File: src/rtl/jtag_host_driver.sv
// JTAG host-side sequencer: turns TAP reset / IR scan / DR scan / idle commands
// into TCK/TMS/TDI waveforms and collects the TDO bits shifted out of the TAP.
// Every command starts and ends in Run-Test/Idle.
module jtag_host_driver #(
  parameter int unsigned CLK_DIV = 2,
  parameter int unsigned MAX_LEN = 32
) (
  input  logic               clk,
  input  logic               rst_n,
  input  logic               cmd_valid,
  output logic               cmd_ready,
  input  logic [1:0]         cmd_op,
  input  logic [5:0]         cmd_len,
  input  logic [MAX_LEN-1:0] cmd_data,
  output logic               rsp_valid,
  output logic [MAX_LEN-1:0] rsp_data,
  output logic               busy,
  output logic               tck,
  output logic               tms,
  output logic               tdi,
  input  logic               tdo
);

  localparam int unsigned CntW = 9;
  localparam int unsigned LenW = 7;
  typedef logic [LenW-1:0] len_t;

  localparam logic [CntW-1:0] HalfEnd = CntW'(CLK_DIV - 1);
  localparam logic [CntW-1:0] FullEnd = CntW'(2 * CLK_DIV - 1);

  localparam logic [1:0] OpReset = 2'b00;
  localparam logic [1:0] OpIr    = 2'b01;
  localparam logic [1:0] OpDr    = 2'b10;

  typedef enum logic [1:0] {StInit, StIdle, StRun, StDone} state_e;

  state_e             state_q, state_d;
  logic [1:0]         op_q, op_d;
  len_t               len_q, len_d;
  len_t               bit_q, bit_d;
  logic [CntW-1:0]    cnt_q, cnt_d;
  logic [MAX_LEN-1:0] data_q, data_d;
  logic [MAX_LEN-1:0] cap_q, cap_d;
  logic [MAX_LEN-1:0] rsp_q, rsp_d;
  logic               tck_q, tck_d;
  logic               tms_q, tms_d;
  logic               tdi_q, tdi_d;
  len_t               acc_len;

  function automatic len_t clamp_len(input logic [5:0] len);
    len_t l;
    l = len_t'(len);
    if (l == '0) return len_t'(1);
    if (l > len_t'(MAX_LEN)) return len_t'(MAX_LEN);
    return l;
  endfunction

  // Number of TCK bits the command occupies.
  function automatic len_t total_bits(input logic [1:0] op, input len_t len);
    case (op)
      OpReset: return len_t'(6);
      OpIr:    return len + len_t'(6);
      OpDr:    return len + len_t'(5);
      default: return len;
    endcase
  endfunction

  function automatic logic is_shift(input logic [1:0] op, input len_t len, input len_t k);
    case (op)
      OpIr:    return (k >= len_t'(4)) && (k < len + len_t'(4));
      OpDr:    return (k >= len_t'(3)) && (k < len + len_t'(3));
      default: return 1'b0;
    endcase
  endfunction

  function automatic len_t shift_idx(input logic [1:0] op, input len_t k);
    return (op == OpIr) ? k - len_t'(4) : k - len_t'(3);
  endfunction

  // TMS walks Idle -> Shift-IR/DR -> Exit1 -> Update -> Idle around the shift bits.
  function automatic logic bit_tms(input logic [1:0] op, input len_t len, input len_t k);
    if (is_shift(op, len, k)) return shift_idx(op, k) == len - len_t'(1);
    case (op)
      OpReset: return k < len_t'(5);
      OpIr:    return (k < len_t'(2)) || (k == len + len_t'(4));
      OpDr:    return (k == len_t'(0)) || (k == len + len_t'(3));
      default: return 1'b0;
    endcase
  endfunction

  function automatic logic pick_bit(input logic [MAX_LEN-1:0] d, input len_t idx);
    logic b;
    b = 1'b0;
    for (int unsigned i = 0; i < MAX_LEN; i++) begin
      if (idx == len_t'(i)) b = d[i];
    end
    return b;
  endfunction

  // State and datapath registers.
  always_ff @(posedge clk or negedge rst_n) begin
    if (!rst_n) begin
      state_q <= StInit;
      op_q    <= OpReset;
      len_q   <= '0;
      bit_q   <= '0;
      cnt_q   <= '0;
      data_q  <= '0;
      cap_q   <= '0;
      rsp_q   <= '0;
      tck_q   <= 1'b0;
      tms_q   <= 1'b0;
      tdi_q   <= 1'b0;
    end else begin
      state_q <= state_d;
      op_q    <= op_d;
      len_q   <= len_d;
      bit_q   <= bit_d;
      cnt_q   <= cnt_d;
      data_q  <= data_d;
      cap_q   <= cap_d;
      rsp_q   <= rsp_d;
      tck_q   <= tck_d;
      tms_q   <= tms_d;
      tdi_q   <= tdi_d;
    end
  end

  // Next state: accept, step through TCK bits, sample TDO on the rising half, finish.
  always_comb begin
    state_d = state_q;
    op_d    = op_q;
    len_d   = len_q;
    bit_d   = bit_q;
    cnt_d   = cnt_q;
    data_d  = data_q;
    cap_d   = cap_q;
    rsp_d   = rsp_q;
    tck_d   = tck_q;
    tms_d   = tms_q;
    tdi_d   = tdi_q;
    acc_len = clamp_len(cmd_len);
    case (state_q)
      StInit: state_d = StIdle;
      StIdle: begin
        if (cmd_valid) begin
          state_d = StRun;
          op_d    = cmd_op;
          len_d   = acc_len;
          data_d  = cmd_data;
          bit_d   = '0;
          cnt_d   = '0;
          cap_d   = '0;
          tck_d   = 1'b0;
          // Bit 0 is never a shift bit, so tdi starts low.
          tms_d   = bit_tms(cmd_op, acc_len, '0);
          tdi_d   = 1'b0;
        end
      end
      StRun: begin
        cnt_d = cnt_q + CntW'(1);
        if (cnt_q == HalfEnd) begin
          tck_d = 1'b1;
          if (is_shift(op_q, len_q, bit_q)) begin
            for (int unsigned i = 0; i < MAX_LEN; i++) begin
              if (shift_idx(op_q, bit_q) == len_t'(i)) cap_d[i] = tdo;
            end
          end
        end
        if (cnt_q == FullEnd) begin
          cnt_d = '0;
          bit_d = bit_q + len_t'(1);
          tck_d = 1'b0;
          if (bit_d == total_bits(op_q, len_q)) begin
            state_d = StDone;
            tms_d   = 1'b0;
            tdi_d   = 1'b0;
            if (op_q == OpIr || op_q == OpDr) rsp_d = cap_q;
          end else begin
            tms_d = bit_tms(op_q, len_q, bit_d);
            tdi_d = is_shift(op_q, len_q, bit_d) ?
                    pick_bit(data_q, shift_idx(op_q, bit_d)) : 1'b0;
          end
        end
      end
      default: state_d = StIdle;
    endcase
  end

  // Outputs decoded from the registered state.
  always_comb begin
    cmd_ready = (state_q == StIdle);
    busy      = (state_q == StRun);
    rsp_valid = (state_q == StDone) && (op_q == OpIr || op_q == OpDr);
    rsp_data  = rsp_q;
    tck       = tck_q;
    tms       = tms_q;
    tdi       = tdi_q;
  end

endmodule

File: config.mk
export PLATFORM = sky130hd
export DESIGN_NAME = jtag_host_driver
export DESIGN_NICKNAME = d
export VERILOG_FILES = /design/src/rtl/jtag_host_driver.sv
export SDC_FILE = /design/constraint.sdc
export NUM_CORES = 1
export LEC_CHECK = 0
export ABC_AREA = 0
export BUFFER_PORTS_ARGS = -buffer_cell sky130_fd_sc_hd__buf_2
export CAP_MARGIN = 25
export CORE_ASPECT_RATIO = 1.2
export CORE_MARGIN = 2
export CORE_UTILIZATION = 30
export CTS_CLUSTER_DIAMETER = 30
export DETAILED_ROUTE_END_ITERATION = 16
export HOLD_SLACK_MARGIN = 0.02
export PLACE_DENSITY = 0.57
export SLEW_MARGIN = 20
export SYNTH_ARGS = -nofsm -noshare
export SYNTH_HDL_FRONTEND = slang
export SYNTH_SLANG_ARGS = --single-unit
File: constraint.sdc
create_clock -name clk -period 4.2 [get_ports clk]
set_input_delay 0 -clock clk [delete_from_list [all_inputs] [get_ports clk]]
set_output_delay 0 -clock clk [all_outputs]
set_load 0.02 [all_outputs]
# ---- After elaboration in Yosys (flattened, before gate mapping)
# Index checks and enable logic that the tools add are counted.
dict set report totals {
  register_bits 126
  latchBits 0
  ram_bits 0
  mem_bits_ro 0
  inputBits 44
  word_cells 357
  n_memories 0
}
dict set report classes {
  addsub 12
  multipliers 0
  div_mod_pow 0
  order_cmp 11
  n_eq_ne 114
  shifts 0
  n_mux 124
  n_bitwise 0
  reduce_logical 54
}
# operator count
set ops {}
lappend ops {{$eq 7x5->1 const B} 32}
lappend ops {{$reduce_and 5->1} 32}
lappend ops {{$eq 7x4->1 const B} 16}
lappend ops {{$mux 32} 3}
lappend ops {{$mux 1} 95}
lappend ops {{$ne 2x1->1 const B} 36}
lappend ops {{$mux 7} 10}
lappend ops {{$pmux 32 s2} 1}
lappend ops {{$eq 7x3->1 const B} 8}
lappend ops {{$eq 7x7->1} 5}
lappend ops {{$eq 7x2->1 const B} 4}
lappend ops {{$lt 7x7->1} 4}
lappend ops {{$add 7x3->7 const B} 3}
lappend ops {{$logic_not 7->1} 3}
lappend ops {{$pmux 7 s3} 1}
lappend ops {{$mux 9} 2}
lappend ops {{$pmux 9 s2} 1}
lappend ops {{$eq 7x1->1 const B} 2}
lappend ops {{$ge 7x2->1 const B} 2}
lappend ops {{$ge 7x3->1 const B} 2}
lappend ops {{$pmux 7 s2} 1}
lappend ops {{$sub 7x1->7 const B} 2}
lappend ops {{$sub 7x2->7 const B} 2}
lappend ops {{$sub 7x3->7 const B} 2}
lappend ops {{other kinds (25)} 46}

# ---- Longest topological paths before layout
# Gate-level depths: netlist of the first run.
dict set report logic_depth {
  ltp_word 40
  mapped_depth 14
  ltp_nobuf 13
}

# ---- Worst setup path before layout of the first run
# OpenSTA, ideal clock, no wires.
dict set report synth_timing {
  path_type {register -> register}
  from {register len_q[2]}
  to {register rsp_q[0] (netlist: rsp_data[0])}
  arrival_ns 3.244
  required_ns 4.075
  path_slack_ns 0.831
  stages_incl_launch_ff 14
  n_path_buf 2
  synth_period_minus_slack_ns 3.369
  path_cell_list {dfrtp_1 -> inv_1 -> ha_1 -> a21oi_2 -> nor2_1 -> mux2_1 -> a222oi_1 -> xnor2_1 -> or4b_4 -> nor2_2 -> and3_1 -> buf_6 -> buf_12 -> mux2_4}
}
dict set report synth_via {
  elab_chain_cells 6
  word_cells_on_any_way 7
  classes_between {add/sub: 2; eq/ne: 1; mux: 3; reduce/logical: 1}
}
# item line
set synth_rtl {}
lappend synth_rtl {{start: declaration} 39} ;# len_t len_q, len_d;
lappend synth_rtl {{start signal: assignment} 117} ;# len_q <= len_d;
lappend synth_rtl {{$add 7x3->7 (on tied branches)} {63, 62}}
lappend synth_rtl {{$pmux 7 s3 (*)} 60} ;# case (op)
lappend synth_rtl {{$mux 7 (*)} 170} ;# if (cnt_q == FullEnd) begin
lappend synth_rtl {{$mux 7 (*)} 143} ;# case (state_q)
lappend synth_rtl {{$eq 7x7->1 (*)} 174} ;# if (bit_d == total_bits(op_q, len_q)) begin
lappend synth_rtl {{$reduce_and 4->1 (no line) (*)} -}
lappend synth_rtl {{end signal: assignment} 122} ;# rsp_q <= rsp_d;
lappend synth_rtl {{end: declaration} 44} ;# logic [MAX_LEN-1:0] rsp_q, rsp_d;
# Every way passes the cells marked *; elsewhere a longest branch is shown, timed or not. The select of a mux whose other input is x is not followed.
# A chain may end at the register's enable or synchronous reset.

# ---- Worst setup path after layout of the first run
dict set report layout_timing {
  from {register len_q[3]}
  to {register rsp_q[17] (netlist: rsp_data[17])}
}
# The elaborated chain is that of the path after synthesis.

==> impl_metrics.env, run 1 <==
export IMPL_maxCapViolations=0
export IMPL_worst_pin_slew_ns=1.01
export IMPL_syn_inst=866
export IMPL_diodes=0
export IMPL_synth_warnings=0
export IMPL_slew_headroom_pct=32.4
export IMPL_slew_viol_final=0
export IMPL_status="completed"
export IMPL_port_buffers=81
export IMPL_multi_input_area_um2=4980
export IMPL_cts_buffers=17
export IMPL_hold_viol=0
export IMPL_dr_wl_met2_mm=10.7
export IMPL_crit_buf_inv=1
export IMPL_synth_adder_area_share_pct=8.56
export IMPL_crit_slowest_cell="dfrtp_1"
export IMPL_grt_pass1_wl_mm=36.7
export IMPL_synthXorXnorAreaFrac_pct=4.41
export IMPL_wl_met3_um=930
export IMPL_cts_sinks=125
export IMPL_drt_iter0_markers=451
export IMPL_antenna_found_initial=0
export IMPL_top_layer_used="met4"
export IMPL_cts_resized=0
export IMPL_netlist_area_um2=8570
export IMPL_crit_required_ns=4.50
export IMPL_drive_above_1_share_pct=23.2
export IMPL_worstSetupStartpointType="register"
export IMPL_die_h_um=189
export IMPL_clock_root_buffer="clkbuf_16"
export IMPL_synth_simple_area_share_pct=13.5
export IMPL_dp_hpwl_mm=16.1
export IMPL_syn_to_final_growth_pct=21.0
export IMPL_clock_latency_ns=0.42
export IMPL_io_pins=82
export IMPL_cts_max_level=4
export IMPL_synthMuxAreaShare_pct=14.1
export IMPL_fp_dieArea_um2=29900
export IMPL_synth_compound_area_share_pct=17.5
export IMPL_synth_async_reset_ratio_pct=100
export IMPL_synth_distinct_cells=83
export IMPL_fin_crit_sh_pct=85.7
export IMPL_synth_seq_area_share_pct=36.5
export IMPL_finalSetupViolations=0
export IMPL_ys_ff_latch=125
export IMPL_power_density_nw_per_um2=556
export IMPL_crit_family="simple AND/OR/NAND/NOR gates"
export IMPL_synth_top_family_by_area="compound AO/OA/AOI/OAI gates"
export IMPL_firstDrtPassIters=5
export IMPL_leakagePower_nw=4.63
export IMPL_start_util_pct=30.6
export IMPL_cts_tree="yes"
export IMPL_clock_fmax_ghz=0.278
export IMPL_ir_drop_uv=310
export IMPL_rsz0062_at_grt="false"
export IMPL_synth_edf_count=0
export IMPL_grt_max_degree=52
export IMPL_synth_main_ff_cell="dfrtp_1"
export IMPL_fin_crit_ns=3.60
export IMPL_pre_cts_ws_ns=0.624
export IMPL_ant_nets=0
export IMPL_num_rows=67
export IMPL_total_power_mw=5.76
export IMPL_holdCritPathClass="in2async"
export IMPL_crit_arrival_ns=3.91
export IMPL_synth_nets=967
export IMPL_setup_tns_ns=0
export IMPL_grtUsageTotal_pct=15.3
export IMPL_gp_congestion=0.928
export IMPL_path_max_fanout=32
export IMPL_regArea_um2=3130
export IMPL_cts_buffer_depth=2
export IMPL_endpoint_kind="register"
export IMPL_grt_pass1_vias=6897
export IMPL_die_w_um=158
export IMPL_num_vias=6876
export IMPL_drc=0
export IMPL_fin_ws_ns=0.599
export IMPL_clock_skew_ns=0.00851
export IMPL_nNetsFinal=1080
export IMPL_path_class="reg2reg"
export IMPL_slowest_delay_ns=0.67
export IMPL_crit_chain="ha_1, o21ai_0, a211oi_1, xnor2_1, nand4_1, or4b_4, nor2_2, and3_2, buf_12, mux2_2"
export IMPL_drt_met1_wl_mm=10.5
export IMPL_wirelength_mm=22.4
export IMPL_syn_avg_cell_area_um2=9.90
export IMPL_viasPerCell=5.02
export IMPL_clk_pin_slew_worst_paths_ns=0.06
export IMPL_overflow=0
export IMPL_wl_per_cell_um=16.4
export IMPL_core_um2=28000
export IMPL_n_fill_cell=2854
-- cells in the mapped netlist (3+ instances only) --
| cell type | n | area, um2 |
|---|---|---|
| o31ai_1 | 5 | 37.5 |
| xor2_1 | 7 | 61.3 |
| mux2_2 | 39 | 439 |
| buf_2 | 11 | 55.1 |
| ha_1 | 57 | 713 |
| nor2_1 | 40 | 150 |
| mux2i_1 | 25 | 250 |
| mux2_4 | 31 | 465 |
| nand4_1 | 8 | 50.1 |
| buf_12 | 3 | 60.1 |
| o221ai_1 | 30 | 263 |
| nand3b_1 | 5 | 37.5 |
| nand3_1 | 23 | 115 |
| nor2b_1 | 11 | 68.8 |
| o31a_1 | 3 | 26.3 |
| dfrtp_1 | 125 | 3130 |
| o22ai_1 | 8 | 50.1 |
| a211o_1 | 4 | 35.0 |
| or2_2 | 5 | 31.3 |
| nand2_1 | 82 | 308 |
| o32ai_1 | 3 | 26.3 |
| o21a_1 | 7 | 52.6 |
| nand2b_1 | 11 | 68.8 |
| nor3_1 | 14 | 70.1 |
| a211oi_1 | 6 | 45.0 |
| nor4_1 | 7 | 43.8 |
| xnor2_1 | 26 | 228 |
| clkbuf_1 | 25 | 93.8 |
| a31oi_1 | 7 | 43.8 |
| or3_1 | 4 | 25.0 |
| a21o_1 | 5 | 37.5 |
| buf_1 | 5 | 18.8 |
| buf_4 | 4 | 30.0 |
| o21ai_0 | 39 | 195 |
| inv_1 | 49 | 184 |
| o211ai_1 | 26 | 195 |
| a21boi_0 | 4 | 30.0 |
| a21oi_1 | 33 | 165 |
| and2_1 | 10 | 62.6 |
| a221oi_1 | 6 | 52.6 |
-- worst reg2reg max path: stages (launching register included) --
cell and delay (ns):
dfrtp_1 0.67, ha_1 0.43, o21ai_0 0.15, a211oi_1 0.42, xnor2_1 0.19, nand4_1 0.11
or4b_4 0.54, nor2_2 0.14, and3_2 0.22, buf_12 0.23, mux2_2 0.40
-- stage by stage --
step / hold slack [ns] / cell area (um2) / util, % / instances
2_1_floorplan: -0.296 / 8570 / - / 866
3_3_place_gp: 0.0845 / 9360 / 33.4 / 1298
3_5_place_dp: 0.0788 / 9360 / 33.4 / 1298
4_1_cts: 0.177 / 10400 / 37.0 / 1371
5_1_grt: 0.221 / 10400 / 37.0 / 1371
6_report: 0.140 / 10400 / 37.0 / 1371
-- routing by layer --
metal / GRT usage [%] / vias up
met1: 20.6 / 3275
met2: 25.3 / 189
met5: 0 / -
li1: - / 3394
met4: 4.33 / 0
met3: 2.61 / 18
-- flip-flops by register name, indices dropped and copies added, names as in the netlist --
signal and flops:
cap_q 32, data_q 32, rsp_data 32, cnt_q 9, bit_q 7, len_q 6, op_q 2, state_q 2
tck 1, tdi 1, tms 1
-- what timing repair did --
| item | CTS | global route |
|---|---|---|
| setup endpoints to repair | 0 | 0 |
| buffers inserted | 0 | 0 |
| hold endpoints to repair | 89 | 0 |
| hold buffers | 41 | 0 |
-- where the power goes --
| part | total, mW | internal, mW | switching (mW) |
|---|---|---|---|
| sequential | 1.80 | 1.51 | 0.292 |
| clock | 1.51 | 0.902 | 0.603 |
| combinational | 2.46 | 1.04 | 1.42 |
| total | 5.76 | 3.45 | 2.31 |
-- cells by family after synthesis --
kind of cell,Yosys count
AOI/OAI and AO/OA,212
xor gates and xnor gates,37
adders and majority gates,59
buffers and inverters,101
DFF,125
muxes,98
and+or+nand+nor,234
-- final timing paths --
kind	from	to	slack [ns]	depth (start not counted)
setup reg to reg	len_q[3]$_DFFE_PN0P_	rsp_data[17]$_DFFE_PN0P_	0.60	10
min in group clk	tdo	cap_q[31]$_DFFE_PN0P_	0.26	5
max in group asynchronous	rst_n	cap_q[17]$_DFFE_PN0P_	3.06	3
hold / removal	rst_n	rsp_data[3]$_DFFE_PN0P_	0.14	2
hold reg to reg	cnt_q[8]$_DFFE_PN0P_	cnt_q[8]$_DFFE_PN0P_	0.48	1
setup / recovery	len_q[3]$_DFFE_PN0P_	rsp_data[17]$_DFFE_PN0P_	0.60	10
-- final cells by class --
class	count	area share (%)
clock buffers	18	4.24
well taps	379	4.57
multi-input cells	640	48.1
inverters	52	1.88
repair buffers	143	9.54
clock inverters	14	1.54
flip-flops and latches	125	30.2
-- cells in the final DEF (no fill, tap or decap), types with 21 or more instances in the layout --
master and n:
dlygate4sd3_1 41, mux2_2 39, o21ai_0 39, nand2_1 81, dfrtp_1 125, ha_1 57, o211ai_1 26, mux2_4 31
nand3_1 23, buf_4 21, mux2i_1 25, buf_2 80, o221ai_1 30, inv_1 49, a21oi_1 33, xnor2_1 26
nor2_1 40
Note: power is estimated with default switching activity, not from simulation.
==> run 2: changes to the inputs <==
--- a/config.mk
+++ b/config.mk
@@ -10,11 +10,12 @@
 export CAP_MARGIN = 25
 export CORE_ASPECT_RATIO = 1.2
 export CORE_MARGIN = 2
-export CORE_UTILIZATION = 30
+export CORE_UTILIZATION = 50
 export CTS_CLUSTER_DIAMETER = 30
 export DETAILED_ROUTE_END_ITERATION = 16
 export HOLD_SLACK_MARGIN = 0.02
-export PLACE_DENSITY = 0.57
+export PLACE_DENSITY = 0.8
+export REMOVE_ABC_BUFFERS = 1
 export SLEW_MARGIN = 20
 export SYNTH_ARGS = -nofsm -noshare
 export SYNTH_HDL_FRONTEND = slang
==> impl_metrics.env, run 2 (synthesis results as in run 1) <==
export IMPL_status="completed"
export IMPL_crit_chain="ha_1, nand4_1, xor2_2, inv_1, ha_1, a211o_1, a31oi_1, or4bb_1, o211ai_1, nor3_1, a21o_1, o31a_1"
export IMPL_cts_sinks=125
export IMPL_nNetsFinal=1077
export IMPL_core_um2=16900
export IMPL_worst_pin_slew_ns=0.963
export IMPL_holdCritPathClass="in2async"
export IMPL_path_max_fanout=11
export IMPL_cts_resized=0
export IMPL_crit_family="compound AO/OA/AOI/OAI gates"
export IMPL_crit_required_ns=4.52
export IMPL_hold_viol=0
export IMPL_antenna_found_initial=0
export IMPL_wl_per_cell_um=18.1
export IMPL_crit_buf_inv=1
export IMPL_final_cell_mix="dfrtp_1 (125), nand2_1 (81), buf_2 (80)"
export IMPL_cts_buffer_depth=2
export IMPL_cts_tree="yes"
export IMPL_die_h_um=147
export IMPL_ant_nets=0
export IMPL_gp_congestion=0.938
export IMPL_slew_headroom_pct=35.6
export IMPL_die_w_um=124
export IMPL_syn_to_final_growth_pct=18.1
export IMPL_clock_fmax_ghz=0.278
export IMPL_place_inst=1131
export IMPL_clock_skew_ns=0.00863
export IMPL_crit_path_frequent_cell="ha_1"
export IMPL_wirelength_mm=21.8
export IMPL_ir_drop_uv=494
export IMPL_endpoint_kind="register"
export IMPL_utilization_pct=60.1
export IMPL_clk_pin_slew_worst_paths_ns=0.07
export IMPL_overflow=0
export IMPL_path_class="reg2reg"
export IMPL_diodes=0
export IMPL_drive_above_1_share_pct=23.0
export IMPL_finalSetupViolations=0
export IMPL_io_pins=82
export IMPL_grt_pass1_wl_mm=35.5
export IMPL_port_buffers=81
export IMPL_instances_no_fill=1205
export IMPL_slew_viol_final=0
export IMPL_start_util_pct=50.9
export IMPL_drc=0
export IMPL_grt_pass1_vias=7159
export IMPL_grtUsageTotal_pct=24.7
export IMPL_fin_crit_sh_pct=85.5
export IMPL_crit_slowest_cell="dfrtp_1"
export IMPL_fin_crit_ns=3.59
export IMPL_leakagePower_nw=4.61
export IMPL_fp_dieArea_um2=18200
export IMPL_num_rows=52
export IMPL_power_density_nw_per_um2=566
export IMPL_rsz0062_at_grt="false"
export IMPL_slowest_delay_ns=0.61
export IMPL_crit_arrival_ns=3.91
export IMPL_dp_hpwl_mm=14.8
export IMPL_num_vias=7204
export IMPL_worstSetupStartpointType="register"
export IMPL_cts_buffers=17
export IMPL_grt_max_degree=76
export IMPL_maxCapViolations=0
export IMPL_drt_iter0_markers=622
export IMPL_viasPerCell=5.98
export IMPL_clock_latency_ns=0.43
export IMPL_cts_max_level=4
export IMPL_layout_cells_most_common="dfrtp_1"
export IMPL_firstDrtPassIters=6
export IMPL_clock_root_buffer="clkbuf_16"
run 2: cell count changes in the layout (fill, tap and decap cells not counted), moves of 2 or more:
cell	previous run	this run
buf_4	21	17
bufinv_16	2	0
clkinv_4	3	1
inv_8	1	5
run 2: layer usage:
layer | vias up | wire, um | global-route usage (%)
li1 | 3393 | - | -
met1 | 3509 | 9010 | 30.1
met2 | 265 | 11200 | 43.2
met3 | 37 | 1080 | 3.94
met4 | 0 | 458 | 9.55
met5 | - | 0 | 0
run 2: worst paths after layout:
check,endpoint,depth (start not counted),startpoint,slack (ns)
setup / recovery,tms$_DFFE_PN0P_,12,bit_q[3]$_DFFE_PN0P_,0.61
hold / removal,len_q[4]$_DFFE_PN0P_,2,rst_n,0.08
setup reg to reg,tms$_DFFE_PN0P_,12,bit_q[3]$_DFFE_PN0P_,0.61
hold reg to reg,cnt_q[8]$_DFFE_PN0P_,1,cnt_q[8]$_DFFE_PN0P_,0.50
max in group asynchronous,rsp_data[13]$_DFFE_PN0P_,4,rst_n,3.10
min in group clk,cap_q[31]$_DFFE_PN0P_,5,tdo,0.23
run 2: timing repair:
action | 4_1_cts | 5_1_grt
hold buffers | 41 | 0
setup buffers | 0 | 0
endpoints found under the hold margin | 113 | 0
run 2: area by class of cell:
class                   instances  area [um2]
repair buffers                140         978
clock inverters                15         145
well taps                     216         270
multi-input cells             640        4980
flip-flops and latches        125        3130
clock buffers                  17         425
fillers                      1340        6730
inverters                      52         195
run 2: worst reg2reg max path: stages, from the launching register on:
cell and delay [ns]:
dfrtp_1 0.61, ha_1 0.27, nand4_1 0.16, xor2_2 0.30
inv_1 0.18, ha_1 0.36, a211o_1 0.26, a31oi_1 0.16
or4bb_1 0.51, o211ai_1 0.19, nor3_1 0.09, a21o_1 0.17
o31a_1 0.23
run 2: where the power goes:
group          switching, mW  internal, mW
clock                  0.643         0.787
sequential             0.320          1.51
combinational           1.44          1.04
total                   2.40          3.33
run 2: metrics by stage:
step                      total power [mW]  setup TNS, ns  hold slack [ns]  cell area [um2]  setup slack, ns
after floorplan                       3.50         -21.66           -0.296             8300           -0.749
after global placement                4.13              0            0.221             9120            0.720
after detailed placement              4.21              0            0.216             9120            0.615
after CTS                             5.69              0            0.210            10100            0.612
after global routing                  6.10              0            0.122            10100            0.382
final                                 5.73              0           0.0792            10100            0.608
==> run 3: changes to the inputs <==
--- a/config.mk
+++ b/config.mk
@@ -8,7 +8,6 @@
 export ABC_AREA = 0
 export BUFFER_PORTS_ARGS = -buffer_cell sky130_fd_sc_hd__buf_2
 export CAP_MARGIN = 25
-export CORE_ASPECT_RATIO = 1.2
 export CORE_MARGIN = 2
 export CORE_UTILIZATION = 50
 export CTS_CLUSTER_DIAMETER = 30
==> impl_metrics.env, run 3 (synthesis results as in run 1) <==
export IMPL_status="completed"
export IMPL_wl_per_cell_um=17.9
export IMPL_drive_above_1_share_pct=23.0
export IMPL_io_pins=82
export IMPL_holdCritPathClass="in2reg"
export IMPL_fp_dieArea_um2=18200
export IMPL_diodes=0
export IMPL_cts_sinks=125
export IMPL_total_power_mw=5.94
export IMPL_slew_headroom_pct=54.4
export IMPL_wirelength_mm=21.7
export IMPL_crit_arrival_ns=3.94
export IMPL_hold_depth=3
export IMPL_cts_tree="yes"
export IMPL_syn_to_final_growth_pct=19.2
export IMPL_num_vias=7180
export IMPL_crit_chain="ha_1, nand2_1, xnor2_1, inv_1, ha_1, maj3_1, a31oi_1, or4bb_1, o211ai_1, nor3_1, a21o_1, o31a_1"
export IMPL_crit_path_frequent_cell="ha_1"
export IMPL_path_max_fanout=13
export IMPL_layout_cells_most_common="dfrtp_1"
export IMPL_maxCapViolations=0
export IMPL_finalSetupViolations=0
export IMPL_grt_max_degree=50
export IMPL_hold_viol=0
export IMPL_cts_max_level=4
export IMPL_clk_pin_slew_worst_paths_ns=0.06
export IMPL_clock_skew_ns=0.0133
export IMPL_num_rows=47
export IMPL_viasPerCell=5.93
export IMPL_path_class="reg2reg"
export IMPL_rsz0062_at_grt="false"
export IMPL_fin_crit_sh_pct=86.4
export IMPL_clock_root_buffer="clkbuf_16"
export IMPL_core_um2=16600
export IMPL_ir_drop_uv=367
export IMPL_start_util_pct=51.5
export IMPL_antenna_found_initial=0
export IMPL_cts_buffer_depth=2
export IMPL_worst_pin_slew_ns=0.680
export IMPL_cts_resized=0
export IMPL_grtUsageTotal_pct=25.0
export IMPL_die_h_um=135
export IMPL_crit_slowest_cell="dfrtp_1"
export IMPL_gp_congestion=0.966
export IMPL_firstDrtPassIters=5
export IMPL_slew_viol_final=0
export IMPL_endpoint_kind="register"
export IMPL_port_buffers=81
export IMPL_leakagePower_nw=4.65
export IMPL_reg2reg_depth=12
export IMPL_cts_buffers=17
export IMPL_die_w_um=135
export IMPL_overflow=0
export IMPL_slowest_delay_ns=0.62
export IMPL_drc=0
export IMPL_clock_latency_ns=0.43
export IMPL_clock_fmax_ghz=0.275
export IMPL_grt_pass1_vias=7226
export IMPL_hold_slack_ns=0.110
export IMPL_ant_nets=0
export IMPL_dp_hpwl_mm=14.5
export IMPL_nNetsFinal=1078
export IMPL_power_density_nw_per_um2=582
export IMPL_post_cts_repair_setup_buffers=0
export IMPL_grt_pass1_wl_mm=36.3
export IMPL_crit_required_ns=4.51
export IMPL_drt_iter0_markers=580
export IMPL_fin_crit_ns=3.63
export IMPL_final_cell_mix="dfrtp_1 (125), nand2_1 (81), buf_2 (80)"
export IMPL_worstSetupStartpointType="register"
[run 3: cell count changes in the layout (fill, tap and decap cells not counted)]
cell,previous run,this run
bufinv_16,0,3
inv_6,5,2
clkinvlp_4,2,0
inv_8,5,7
buf_4,17,18
clkinv_2,1,0
clkinv_4,1,2
[run 3: timing repair]
item | CTS | global route
setup endpoints to repair | 0 | 0
hold endpoints to repair | 87 | 0
hold buffers | 41 | 0
[run 3: critical path, delay by kind of cell (launching register included)]
kind	cells	cell delay, ns
XOR/XNOR	1	0.30
buffers and inverters	1	0.19
flip-flops	1	0.62
adder cells (fa/ha/maj)	3	0.87
AO/OA/AOI/OAI	4	0.80
AND/OR/NAND/NOR	3	0.73
[run 3: final timing paths]
| kind | start | endpoint | slack [ns] |
|---|---|---|---|
| worst max-delay path | bit_q[2]$_DFFE_PN0P_ | tms$_DFFE_PN0P_ | 0.57 |
| worst min-delay path | cmd_valid | data_q[20]$_DFFE_PN0P_ | 0.11 |
| worst max register to register | bit_q[2]$_DFFE_PN0P_ | tms$_DFFE_PN0P_ | 0.57 |
| worst min register to register | rsp_data[26]$_DFFE_PN0P_ | rsp_data[26]$_DFFE_PN0P_ | 0.51 |
| max in group asynchronous | rst_n | data_q[3]$_DFFE_PN0P_ | 3.07 |
| min in group asynchronous | rst_n | rsp_data[13]$_DFFE_PN0P_ | 0.15 |
[run 3: report_power, final]
part | switching [mW] | leakage (nW) | internal [mW]
registers | 0.309 | 1.65 | 1.51
logic | 1.44 | 2.68 | 1.06
clock network | 0.654 | 0.318 | 0.972
total | 2.40 | 4.65 | 3.54
[run 3: per-stage QoR]
stage	utilization (%)	instances	TNS [ns]	setup slack (ns)	instance area (um2)
6_report	61.4	1210	0	0.569	10200
5_1_grt	61.4	1210	0	0.300	10200
4_1_cts	61.2	1209	0	0.634	10200
3_5_place_dp	54.9	1136	0	0.640	9140
3_3_place_gp	54.9	1136	0	0.730	9140
2_1_floorplan	-	817	-21.66	-0.749	8300
[run 3: area by class of cell]
| class | count | area, um2 |
|---|---|---|
| fillers | 1334 | 6430 |
| inverters | 52 | 195 |
| clock buffers | 17 | 425 |
| multi-input cells | 640 | 4980 |
| repair buffers | 141 | 986 |
| flip-flops and latches | 125 | 3130 |
| clock inverters | 15 | 220 |
| well taps | 220 | 275 |
[run 3: routing by layer]
metal  vias to the layer above  wire [um]  track usage, %
li1                       3402          -               -
met1                      3491       9400            31.9
met2                       254      10700            42.2
met3                        33       1240            4.95
met4                         0        369            9.06
met5                         -          0               0
